`config.mk`:
```
export PLATFORM = sky130hd
export DESIGN_NAME = uart_packet_sender
export DESIGN_NICKNAME = d
export VERILOG_FILES = /design/src/rtl/uart_packet_sender_pkg.sv /design/src/rtl/uart_byte_push.sv /design/src/rtl/uart_packet_sender.sv
export SDC_FILE = /design/constraint.sdc
export NUM_CORES = 1
export LEC_CHECK = 0
export ABC_CLOCK_PERIOD_IN_PS = 3610
export BUFFER_PORTS_ARGS = -buffer_cell sky130_fd_sc_hd__buf_2
export CAP_MARGIN = 40
export CORE_MARGIN = 1.5
export CORE_UTILIZATION = 39
export DETAILED_ROUTE_END_ITERATION = 7
export PLACE_DENSITY = 0.62
export RECOVER_POWER = 50
export REMOVE_ABC_BUFFERS = 1
export SYNTH_ARGS = -nofsm -noshare
export SYNTH_HDL_FRONTEND = slang
export SYNTH_SLANG_ARGS = --single-unit
```
`constraint.sdc`:
```
create_clock -name CLK -period 3.61 [get_ports CLK]
set_input_delay 0 -clock CLK [delete_from_list [all_inputs] [get_ports CLK]]
set_output_delay 0 -clock CLK [all_outputs]
set_load 0.005 [all_outputs]
```
`src/rtl/uart_packet_sender_pkg.sv`:
```
// Shared definitions for the UART packet sender.
// Contents: default header byte, packet FSM states, byte-push handshake
// sub-states, and a checksum helper.
package uart_packet_sender_pkg;

    localparam logic [7:0] HEADER_DEF = 8'hA5;

    // Packet framing states: one byte is emitted in every state except IDLE.
    typedef enum logic [2:0] {
        ST_IDLE,
        ST_HDR,
        ST_ID,
        ST_LEN,
        ST_DATA,
        ST_CSUM
    } pkt_state_e;

    // Byte-push handshake sub-states.
    typedef enum logic {
        PS_WAIT_SPACE,
        PS_REQ
    } push_state_e;

    // Two's-complement checksum byte: makes the running sum wrap to zero.
    function automatic logic [7:0] csum_byte(input logic [7:0] acc);
        return 8'h00 - acc;
    endfunction

endpackage

```
`src/rtl/uart_byte_push.sv`:
```
// Pushes one byte at a time into the uart_comm send buffer.
// Ports:
//   clk, rst       clock, synchronous active-high reset
//   byte_req       a byte is waiting to be sent (level)
//   byte_in        byte to send, sampled when the request is issued
//   send_flag/send_data/send_ack/sendable  uart_comm send interface
//   byte_done      pulse: current byte acked (same cycle as the sampled ack)
//   byte_timeout   pulse: no ack within ACK_TIMEOUT cycles, request dropped
module uart_byte_push
    import uart_packet_sender_pkg::*;
#(
    parameter int ACK_TIMEOUT = 1024
) (
    input  logic       clk,
    input  logic       rst,
    input  logic       byte_req,
    input  logic [7:0] byte_in,
    input  logic       send_ack,
    input  logic       sendable,
    output logic       send_flag,
    output logic [7:0] send_data,
    output logic       byte_done,
    output logic       byte_timeout
);

    localparam int CW = $clog2(ACK_TIMEOUT) + 1;

    push_state_e   state_q;
    logic          flag_q;
    logic [7:0]    data_q;
    logic [CW-1:0] tmo_q;
    logic          tmo_hit;

    assign tmo_hit      = (tmo_q == CW'(ACK_TIMEOUT - 1));
    // An ack only counts while we are requesting, so a held-high ack is
    // consumed once and the state leaves REQ on that same edge.
    assign byte_done    = (state_q == PS_REQ) && send_ack;
    assign byte_timeout = (state_q == PS_REQ) && !send_ack && tmo_hit;

    assign send_flag = flag_q;
    assign send_data = data_q;

    always_ff @(posedge clk) begin
        if (rst) begin
            state_q <= PS_WAIT_SPACE;
            flag_q  <= 1'b0;
            data_q  <= 8'h00;
            tmo_q   <= '0;
        end else begin
            case (state_q)
                PS_WAIT_SPACE: begin
                    // Waiting for space never advances the timeout counter.
                    if (byte_req && sendable) begin
                        state_q <= PS_REQ;
                        flag_q  <= 1'b1;
                        data_q  <= byte_in;
                        tmo_q   <= '0;
                    end
                end
                PS_REQ: begin
                    if (byte_done || byte_timeout) begin
                        state_q <= PS_WAIT_SPACE;
                        flag_q  <= 1'b0;
                    end else begin
                        tmo_q <= tmo_q + 1'b1;
                    end
                end
                default: begin
                    state_q <= PS_WAIT_SPACE;
                    flag_q  <= 1'b0;
                end
            endcase
        end
    end

endmodule

```
`src/rtl/uart_packet_sender.sv`:
```
// Frames a packet request as HEADER, id, len, payload (LSB byte first),
// checksum and feeds it byte by byte into uart_comm.
// Ports:
//   CLK, RST                       clock, synchronous active-high reset
//   pkt_valid/pkt_ready            request handshake (ready only in IDLE)
//   pkt_id/pkt_nbytes/pkt_data     packet request fields, captured on accept
//   send_flag/send_data/send_ack/sendable  uart_comm send interface
//   busy                           packet in progress
//   done                           pulse when the checksum byte is acked
//   timeout_err                    pulse when a byte ack times out
module uart_packet_sender
    import uart_packet_sender_pkg::*;
#(
    parameter int          DATA_W      = 64,
    parameter logic [7:0]  HEADER      = HEADER_DEF,
    parameter int          ACK_TIMEOUT = 1024,
    parameter int          NB_W        = $clog2(DATA_W/8) + 1
) (
    input  logic              CLK,
    input  logic              RST,
    input  logic              pkt_valid,
    output logic              pkt_ready,
    input  logic [7:0]        pkt_id,
    input  logic [NB_W-1:0]   pkt_nbytes,
    input  logic [DATA_W-1:0] pkt_data,
    output logic              send_flag,
    output logic [7:0]        send_data,
    input  logic              send_ack,
    input  logic              sendable,
    output logic              busy,
    output logic              done,
    output logic              timeout_err
);

    localparam int NBYTES = DATA_W / 8;

    pkt_state_e        state_q;
    logic [7:0]        id_q;
    logic [NB_W-1:0]   len_q;
    logic [NB_W-1:0]   idx_q;
    logic [DATA_W-1:0] data_q;
    logic [7:0]        csum_q;
    logic              done_q;
    logic              tmo_err_q;

    logic [NB_W-1:0]   len_d;
    logic [7:0]        byte_d;
    logic              byte_done;
    logic              byte_tmo;

    assign len_d = (pkt_nbytes > NB_W'(NBYTES)) ? NB_W'(NBYTES) : pkt_nbytes;

    // Byte for the current state; payload is shifted down so byte 0 leads.
    always_comb begin
        byte_d = HEADER;
        case (state_q)
            ST_ID:   byte_d = id_q;
            ST_LEN:  byte_d = 8'(len_q);
            ST_DATA: byte_d = data_q[7:0];
            ST_CSUM: byte_d = csum_byte(csum_q);
            default: byte_d = HEADER;
        endcase
    end

    uart_byte_push #(
        .ACK_TIMEOUT (ACK_TIMEOUT)
    ) u_push (
        .clk          (CLK),
        .rst          (RST),
        .byte_req     (state_q != ST_IDLE),
        .byte_in      (byte_d),
        .send_ack     (send_ack),
        .sendable     (sendable),
        .send_flag    (send_flag),
        .send_data    (send_data),
        .byte_done    (byte_done),
        .byte_timeout (byte_tmo)
    );

    assign pkt_ready   = (state_q == ST_IDLE);
    assign busy        = (state_q != ST_IDLE);
    assign done        = done_q;
    assign timeout_err = tmo_err_q;

    always_ff @(posedge CLK) begin
        if (RST) begin
            state_q   <= ST_IDLE;
            id_q      <= 8'h00;
            len_q     <= '0;
            idx_q     <= '0;
            data_q    <= '0;
            csum_q    <= 8'h00;
            done_q    <= 1'b0;
            tmo_err_q <= 1'b0;
        end else begin
            done_q    <= 1'b0;
            tmo_err_q <= 1'b0;
            if (state_q == ST_IDLE) begin
                if (pkt_valid) begin
                    id_q    <= pkt_id;
                    len_q   <= len_d;
                    data_q  <= pkt_data;
                    idx_q   <= '0;
                    csum_q  <= 8'h00;
                    state_q <= ST_HDR;
                end
            end else if (byte_tmo) begin
                state_q   <= ST_IDLE;
                tmo_err_q <= 1'b1;
            end else if (byte_done) begin
                case (state_q)
                    ST_HDR: state_q <= ST_ID;
                    ST_ID: begin
                        csum_q  <= csum_q + byte_d;
                        state_q <= ST_LEN;
                    end
                    ST_LEN: begin
                        csum_q  <= csum_q + byte_d;
                        state_q <= (len_q == '0) ? ST_CSUM : ST_DATA;
                    end
                    ST_DATA: begin
                        csum_q <= csum_q + byte_d;
                        data_q <= data_q >> 8;
                        if (idx_q == len_q - 1'b1) state_q <= ST_CSUM;
                        else                       idx_q   <= idx_q + 1'b1;
                    end
                    ST_CSUM: begin
                        state_q <= ST_IDLE;
                        done_q  <= 1'b1;
                    end
                    default: state_q <= ST_IDLE;
                endcase
            end
        end
    end

endmodule

```
# ---- Yosys cells after proc, flatten, opt, wreduce, memory -nomap -nowiden
# Index checks and enable logic that the tools add are counted.
dict set report op_classes {
  add_sub_neg 5
  magnitude_cmp 1
  bitwise 2
  n_mux 36
  reduce_logical 24
  n_eq_ne 14
}
# op n
set ops {}
lappend ops {{64-bit 2-to-1 mux} 5}
lappend ops {{8-bit 2-to-1 mux} 5}
lappend ops {{8-bit case mux with 4 select lines} 1}
lappend ops {{4-bit 2-to-1 mux} 7}
lappend ops {{11-bit 2-to-1 mux} 2}
lappend ops {{11-bit case mux with 2 select lines} 1}
lappend ops {{3-bit 2-to-1 mux} 5}
lappend ops {{3-bit case mux with 4 select lines} 1}
lappend ops {{11-bit by 1-bit adder with 11-bit output (second input constant)} 1}
lappend ops {{11-bit by 10-bit equality test with 1-bit output (second input constant)} 1}
lappend ops {{2-bit != test (second input constant)} 5}
lappend ops {{8-bit adder} 1}
lappend ops {{2-bit AND reduction} 4}
lappend ops {{4-bit AND reduction} 2}
lappend ops {{1-bit by 8-bit subtractor with 8-bit output (first input constant)} 1}
lappend ops {{1-bit 2-to-1 mux} 7}
lappend ops {{3-bit by 2-bit equality test with 1-bit output (second input constant)} 2}
lappend ops {{3-bit equality test (second input constant)} 2}
lappend ops {{2-bit nonzero test} 3}
lappend ops {{3-bit nonzero test} 2}
lappend ops {{5-bit AND reduction} 1}
lappend ops {{4-bit by 1-bit adder with 4-bit output (second input constant)} 1}
lappend ops {{4-bit equality test} 1}
lappend ops {{4-bit > comparator (second input constant)} 1}
lappend ops {{15 further kinds} 20}
dict set report word_totals {
  out_inout_bits 13
  in_bits 81
  word_cells 94
  register_bits 114
}

# ---- Depth between registers and ports, before layout
dict set report logic_depth {
  ltp_word 7
  depth_mapped 14
  ltp_nobuf 14
}

# ---- Modules after synthesis
# From an unflattened synthesis, not the netlist that was laid out.
dict set report unflattened {
  cells_unflattened 630
  hier_area_um2 5622.9
}
# mod seq_area_each_um2 area_each_um2 cells_each instances
set modules_own_cells {}
lappend modules_own_cells {uart_packet_sender 1861.8 4647.0 513 1}
lappend modules_own_cells {uart_byte_push 420.4 975.9 117 1}

# ---- Worst setup path before layout
# OpenSTA, ideal clock, no wires.
dict set report synth_path {
  path_kind {register to register}
  startpoint {register csum_q[1]}
  endpoint {register csum_q[7]}
  setup_slack_ns 0.730
  setup_ns 0.115
  synth_period_minus_slack_ns 2.880
  stages_incl_launch_ff 12
  t_arrival_ns 2.764
  path_buffers 0
  required_ns 3.495
  cell_sequence {dfxtp_1 > inv_1 > ha_1 > nor3b_1 > or3b_2 > xnor2_1 > o22ai_1 > ha_1 > a21o_1 > or3_1 > a211o_1 > and3_1}
}
dict set report synth_via {
  elab_chain_len 7
}
# element line
set synth_lines {}
lappend synth_lines {{start: declaration} uart_packet_sender.sv:42} ;# logic [7:0] csum_q;
lappend synth_lines {{start signal: assignment} uart_packet_sender.sv:114} ;# csum_q <= csum_q + byte_d;
lappend synth_lines {{start signal: assignment} uart_packet_sender.sv:118} ;# csum_q <= csum_q + byte_d;
lappend synth_lines {{start signal: assignment} uart_packet_sender.sv:122} ;# csum_q <= csum_q + byte_d;
lappend synth_lines {{1-bit by 8-bit subtractor with 8-bit output} uart_packet_sender_pkg.sv:26} ;# return 8'h00 - acc;
lappend synth_lines {{8-bit case mux with 4 select lines} uart_packet_sender.sv:56} ;# case (state_q)
lappend synth_lines {{net byte_d[6]} uart_packet_sender.sv:47} ;# logic [7:0] byte_d;
lappend synth_lines {{8-bit adder} {uart_packet_sender.sv:114, uart_packet_sender.sv:118, uart_packet_sender.sv:122}}
lappend synth_lines {{8-bit 2-to-1 mux} -}
lappend synth_lines {{8-bit 2-to-1 mux} uart_packet_sender.sv:110} ;# end else if (byte_done) begin
lappend synth_lines {{8-bit 2-to-1 mux} uart_packet_sender.sv:107} ;# end else if (byte_tmo) begin
lappend synth_lines {{8-bit 2-to-1 mux} uart_packet_sender.sv:98} ;# if (state_q == ST_IDLE) begin
# The timed path passes the listed nets, and every way through them passes these cells. The select of a mux whose other input is x is not followed.
# A chain may end at the register's enable or synchronous reset.

# ---- Final worst setup path
dict set report layout_path {
  startpoint {register state_q[1]}
  endpoint {register csum_q[7]}
}
dict set report layout_via {
  elab_chain_len 7
  word_cells_on_any_way 17
  classes_between {add/sub: 1; eq/ne: 6; mux: 5; reduce/logical: 5}
}
# element line
set layout_lines {}
lappend layout_lines {{start: declaration} uart_packet_sender.sv:37} ;# pkt_state_e state_q;
lappend layout_lines {{start signal: assignment} uart_packet_sender.sv:119} ;# state_q <= (len_q == '0) ? ST_CSUM : ST_DATA;
lappend layout_lines {{3-bit equality test, or another cell as far along} uart_packet_sender.sv:56}
lappend layout_lines {{8-bit case mux with 4 select lines} uart_packet_sender.sv:56}
lappend layout_lines {{8-bit adder} {uart_packet_sender.sv:114, uart_packet_sender.sv:118, uart_packet_sender.sv:122}}
lappend layout_lines {{8-bit 2-to-1 mux} -}
lappend layout_lines {{8-bit 2-to-1 mux} uart_packet_sender.sv:110}
lappend layout_lines {{8-bit 2-to-1 mux} uart_packet_sender.sv:107}
lappend layout_lines {{8-bit 2-to-1 mux} uart_packet_sender.sv:98}
# Several ways; a longest one is shown, not always the timed one. The select of a mux whose other input is x is not followed.

==> results.txt <==
The run finished with clean final reports. The number of vias in the routed layout is 5124. The area overhead of the layout relative to synthesis is 35.1%.

The slew at the pin closest to its max-slew limit is 1300 ps. The clock share of power came out at 0.472. The internal portion of total power came out at 2.74 mW.

Derived from the worst setup path, the maximum achievable clock frequency is 305 MHz. The post-route non-filler standard cell count came out at 1005. The number of warning messages in the yosys log came out at 0. Counting flops with a built-in enable in the synthesized netlist gives 0. Of the total power, combinational logic draws 0.143. The clock tree from TritonCTS is built. Of the available clock period, the critical path in the final layout requires 0.908. The H-tree level count is 4. The worst-case register-to-register setup slack is 330 ps. The final critical path time including I/O delays and setup is 3280 ps.

The share of total power in sequential cells is 0.385. The fraction of synthesized cell area taken by the top area cell type is 0.423. The layout has 1242 filler cells.

The largest family of logic cells by synthesized area is simple AND/OR/NAND/NOR gates. The initial antenna violation count came out at 0. The share of synthesized flip-flops with an asynchronous set or reset came out at 0. In this run the vertical extent of the chip is 121 µm. The cell sitting at the root of the clock tree is a sky130_fd_sc_hd__clkbuf_16. The headroom to the max-slew limit came out at 0.133. The number of CTS-inserted buffers is 17. The core region area is 13400 µm².

Of the total synthesized cell area, the portion taken by XOR and XNOR cells is 0.0373. The endpoint identified for the worst register-to-register timing path is csum_q[7]. The floorplan die width came out at 121 µm. The signal arrival time at the worst endpoint came out at 3630 ps. The residual antenna-violating net count after detailed routing is 0.

By count the netlist is led by 151 x sky130_fd_sc_hd__nand2_1, 114 x sky130_fd_sc_hd__dfxtp_1, 100 x sky130_fd_sc_hd__nor2_1. Using the TritonRoute via totals, the vias-per-cell ratio works out to 5.10. The number of antenna diodes came out at 0. In this run the critical register-to-register path is launched from state_q[1].

The clock net in this run drives a total of 114 sinks. The total routing resource utilization after global routing came out at 0.202. The row count is 42.

The maximum number of pins on one net before global-route repair is 85. Of all cell types, the one taking the most synthesized area is sky130_fd_sc_hd__dfxtp_1. The total of max-cap violations came out at 0.

Among all cell types in the netlist, the one instantiated most often is sky130_fd_sc_hd__nand2_1. The quantity of I/O buffers inserted on ports is 93. No sink is reached through more buffers than the 2 on the longest clock path. Summing every instance area after synthesis gives 5400 µm².

The portion of synthesized area spent on multiplexers is 0.0223. Clock-pin slew was measured on the worst setup and hold paths at 50 ps. The share of the yosys chip area belonging to registers is 0.423. The number of placed I/O pins came out at 94.

In this run, distinct cell masters in the synthesized netlist total 52. Setup repair after global routing left no endpoint under its margin. The number of nets in the final layout came out at 911. The cell count after synthesis is 671.

For this design the static power due to leakage is 2.93 nW. The worst-case setup margin in the final layout is 332 ps. The worst hold path stage count is 4. Yosys attributes the largest share of cell area to sky130_fd_sc_hd__dfxtp_1 42%, sky130_fd_sc_hd__nand2_1 11%, sky130_fd_sc_hd__a311oi_1 9.2%. The total count of max-transition violations in the final report is 0. The most used flip-flop cell after synthesis is sky130_fd_sc_hd__dfxtp_1. The worst hold path terminates at u_push.state_q. The routability congestion estimate came out at 0.826.

For the worst-skew pair, the clock arrives at the later sink with an insertion delay of 420 ps. The worst path required time came out at 3960 ps. The worst setup path is captured at a register. For this configuration, the core starts out at a cell density of 0.403.

The first-pass GRT wire length came out at 23.4 mm. The final layout contains routed wiring with a total length of 14.0 mm. The worst hold path begins at sendable. The final setup skew came out at 5.97 ps. Buffers added to address setup during post-CTS repair amount to 0. The detailed router's first-iteration violation count is 254.

The sum of negative setup slack is 0 ps. The total of flip-flops plus latches after synthesis came out at 114. The number of placed instances, taps included, is 897. The final routed DRC violation total came out at 0.

IR analysis of the VDD net gives a maximum drop of 330 µV. The power density over the cells is 503 nW/µm². At the placement stage, the worst setup path has a slack of 391 ps.

Dividing the detail-routed wire length by the instance count gives 14.0 µm. The leftover overflow at the end of global routing came out at 0. The critical path is of the reg -> reg type. The number of detailed-routing iterations run before antenna repair is 5. Setup violations remaining at the end of the flow were counted as 0. The adder and majority cell fraction of the synthesized area came out at 0.0315. Dividing the synthesized area by the synthesized cell count gives 8.04 µm².

The post-DP HPWL came out at 8.69 mm. The overall power of the completed layout came out at 3.67 mW. Of the total synthesized cell area, the portion taken by AND, OR, NAND and NOR gates is 0.249. The share of layout cells above drive strength 1 came out at 0.162. The min-delay analysis places its worst path in the category in -> reg. The fraction of the mapped netlist area in compound gates came out at 0.189. For this design the total switching power over the nets is 0.926 mW. The number of global-route vias before repair is 4938. The switching share of total power is 0.253.

The die outline area came out at 14600 µm². The number of endpoints with negative hold slack in the final report came out at 0. The worst setup path is launched from a register. The worst reg-to-reg path cell count is 6. Hold is met by 127 ps.

Along the worst path, the maximum fanout reaches 64.
[area by class of cell]
cell class / instances / area (µm²) / share of cell area
Clock buffer: 23 / 488 / 0.0669
Clock inverter: 8 / 125 / 0.0172
Inverter: 11 / 45.0 / 0.00618
Multi-Input combinational cell: 497 / 2860 / 0.393
Sequential cell: 114 / 2280 / 0.313
Tap cell: 176 / 220 / 0.0302
Timing Repair Buffer: 176 / 1270 / 0.174
[power by group through the flow]
stage	logic (mW)	registers, mW	clock network (mW)
floorplan	0.301	1.43	0
global placement	0.449	1.44	0
detailed placement	0.459	1.44	0
CTS	0.523	1.41	1.77
global route	0.584	1.42	1.82
finish	0.523	1.41	1.73
[worst max-delay path by stage]
stage,startpoint,cells past startpoint,slack [ps],endpoint
5_1_grt,state_q[1],6,90,csum_q[7]
3_5_place_dp,state_q[1],10,390,csum_q[7]
3_3_place_gp,state_q[1],10,550,csum_q[7]
4_1_cts,state_q[1],10,390,csum_q[7]
6_report,state_q[1],6,330,csum_q[7]
2_1_floorplan,state_q[0],5,-30,csum_q[7]
[state kept, by name (all words and copies together), names as in the netlist, 3 cells and up]
| name | count |
|---|---|
| id_q | 8 |
| csum_q | 8 |
| state_q | 3 |
| len_q | 4 |
| u_push.tmo_q | 11 |
| idx_q | 4 |
| u_push.send_data | 8 |
| data_q | 64 |
[critical path, stage by stage (launching register included)]
cell and delay (ps):
sky130_fd_sc_hd__dfxtp_1 600, sky130_fd_sc_hd__or3_2 250, sky130_fd_sc_hd__clkinvlp_4 880, sky130_fd_sc_hd__and2_0 540, sky130_fd_sc_hd__clkbuf_2 410, sky130_fd_sc_hd__a211oi_1 350
sky130_fd_sc_hd__and3_1 180
[metrics by stage]
step	cell area (µm²)	utilization
global route	7290	0.544
finish	7290	0.544
CTS	7310	0.545
detailed placement	5920	0.442
global placement	5920	0.442
floorplan	5180	-
[layer usage]
metal	part of all wire	vias up	global-route usage
met4	0.0073	0	0.0559
met1	0.46	2359	0.246
met2	0.49	119	0.341
li1	-	2636	-
met5	0	-	0
met3	0.051	10	0.0660
[kinds of logic (layout without fill, tap and decap cells)]
| group | count (synthesis) | after routing |
|---|---|---|
| AO/OA/AOI/OAI | 137 | 137 |
| XOR/XNOR | 23 | 23 |
| adder cells (fa/ha/maj) | 13 | 13 |
| buffers and inverters | 60 | 218 |
| flip-flops | 114 | 114 |
| multiplexers | 12 | 12 |
| AND/OR/NAND/NOR | 312 | 312 |
[cells in the final DEF (no fill, tap or decap), types with 5 or more instances in the layout]
master | netlist | final
sky130_fd_sc_hd__a21oi_1 | 29 | 29
sky130_fd_sc_hd__nor2_1 | 100 | 100
sky130_fd_sc_hd__nor3_1 | 8 | 8
sky130_fd_sc_hd__xnor2_1 | 14 | 14
sky130_fd_sc_hd__o22ai_1 | 5 | 5
sky130_fd_sc_hd__buf_2 | 13 | 85
sky130_fd_sc_hd__ha_1 | 12 | 12
sky130_fd_sc_hd__a22oi_1 | 15 | 15
sky130_fd_sc_hd__nor2b_1 | 7 | 7
sky130_fd_sc_hd__clkbuf_16 | 0 | 17
sky130_fd_sc_hd__clkbuf_1 | 29 | 8
sky130_fd_sc_hd__dlygate4sd3_1 | 0 | 77
sky130_fd_sc_hd__nand3_1 | 10 | 10
sky130_fd_sc_hd__inv_1 | 10 | 10
sky130_fd_sc_hd__dfxtp_1 | 114 | 114
sky130_fd_sc_hd__nand2_1 | 151 | 151
sky130_fd_sc_hd__xor2_1 | 9 | 9
sky130_fd_sc_hd__mux2i_1 | 12 | 12
sky130_fd_sc_hd__a311oi_1 | 57 | 57
sky130_fd_sc_hd__o21ai_0 | 10 | 10
[what timing repair did]
item                                    in CTS  in global routing
hold endpoints to repair                    77                  0
endpoints found under the setup margin       0                  0
hold buffers                                77                  0
resized for setup                            0                  0
Power figures use the tool's default switching activity.
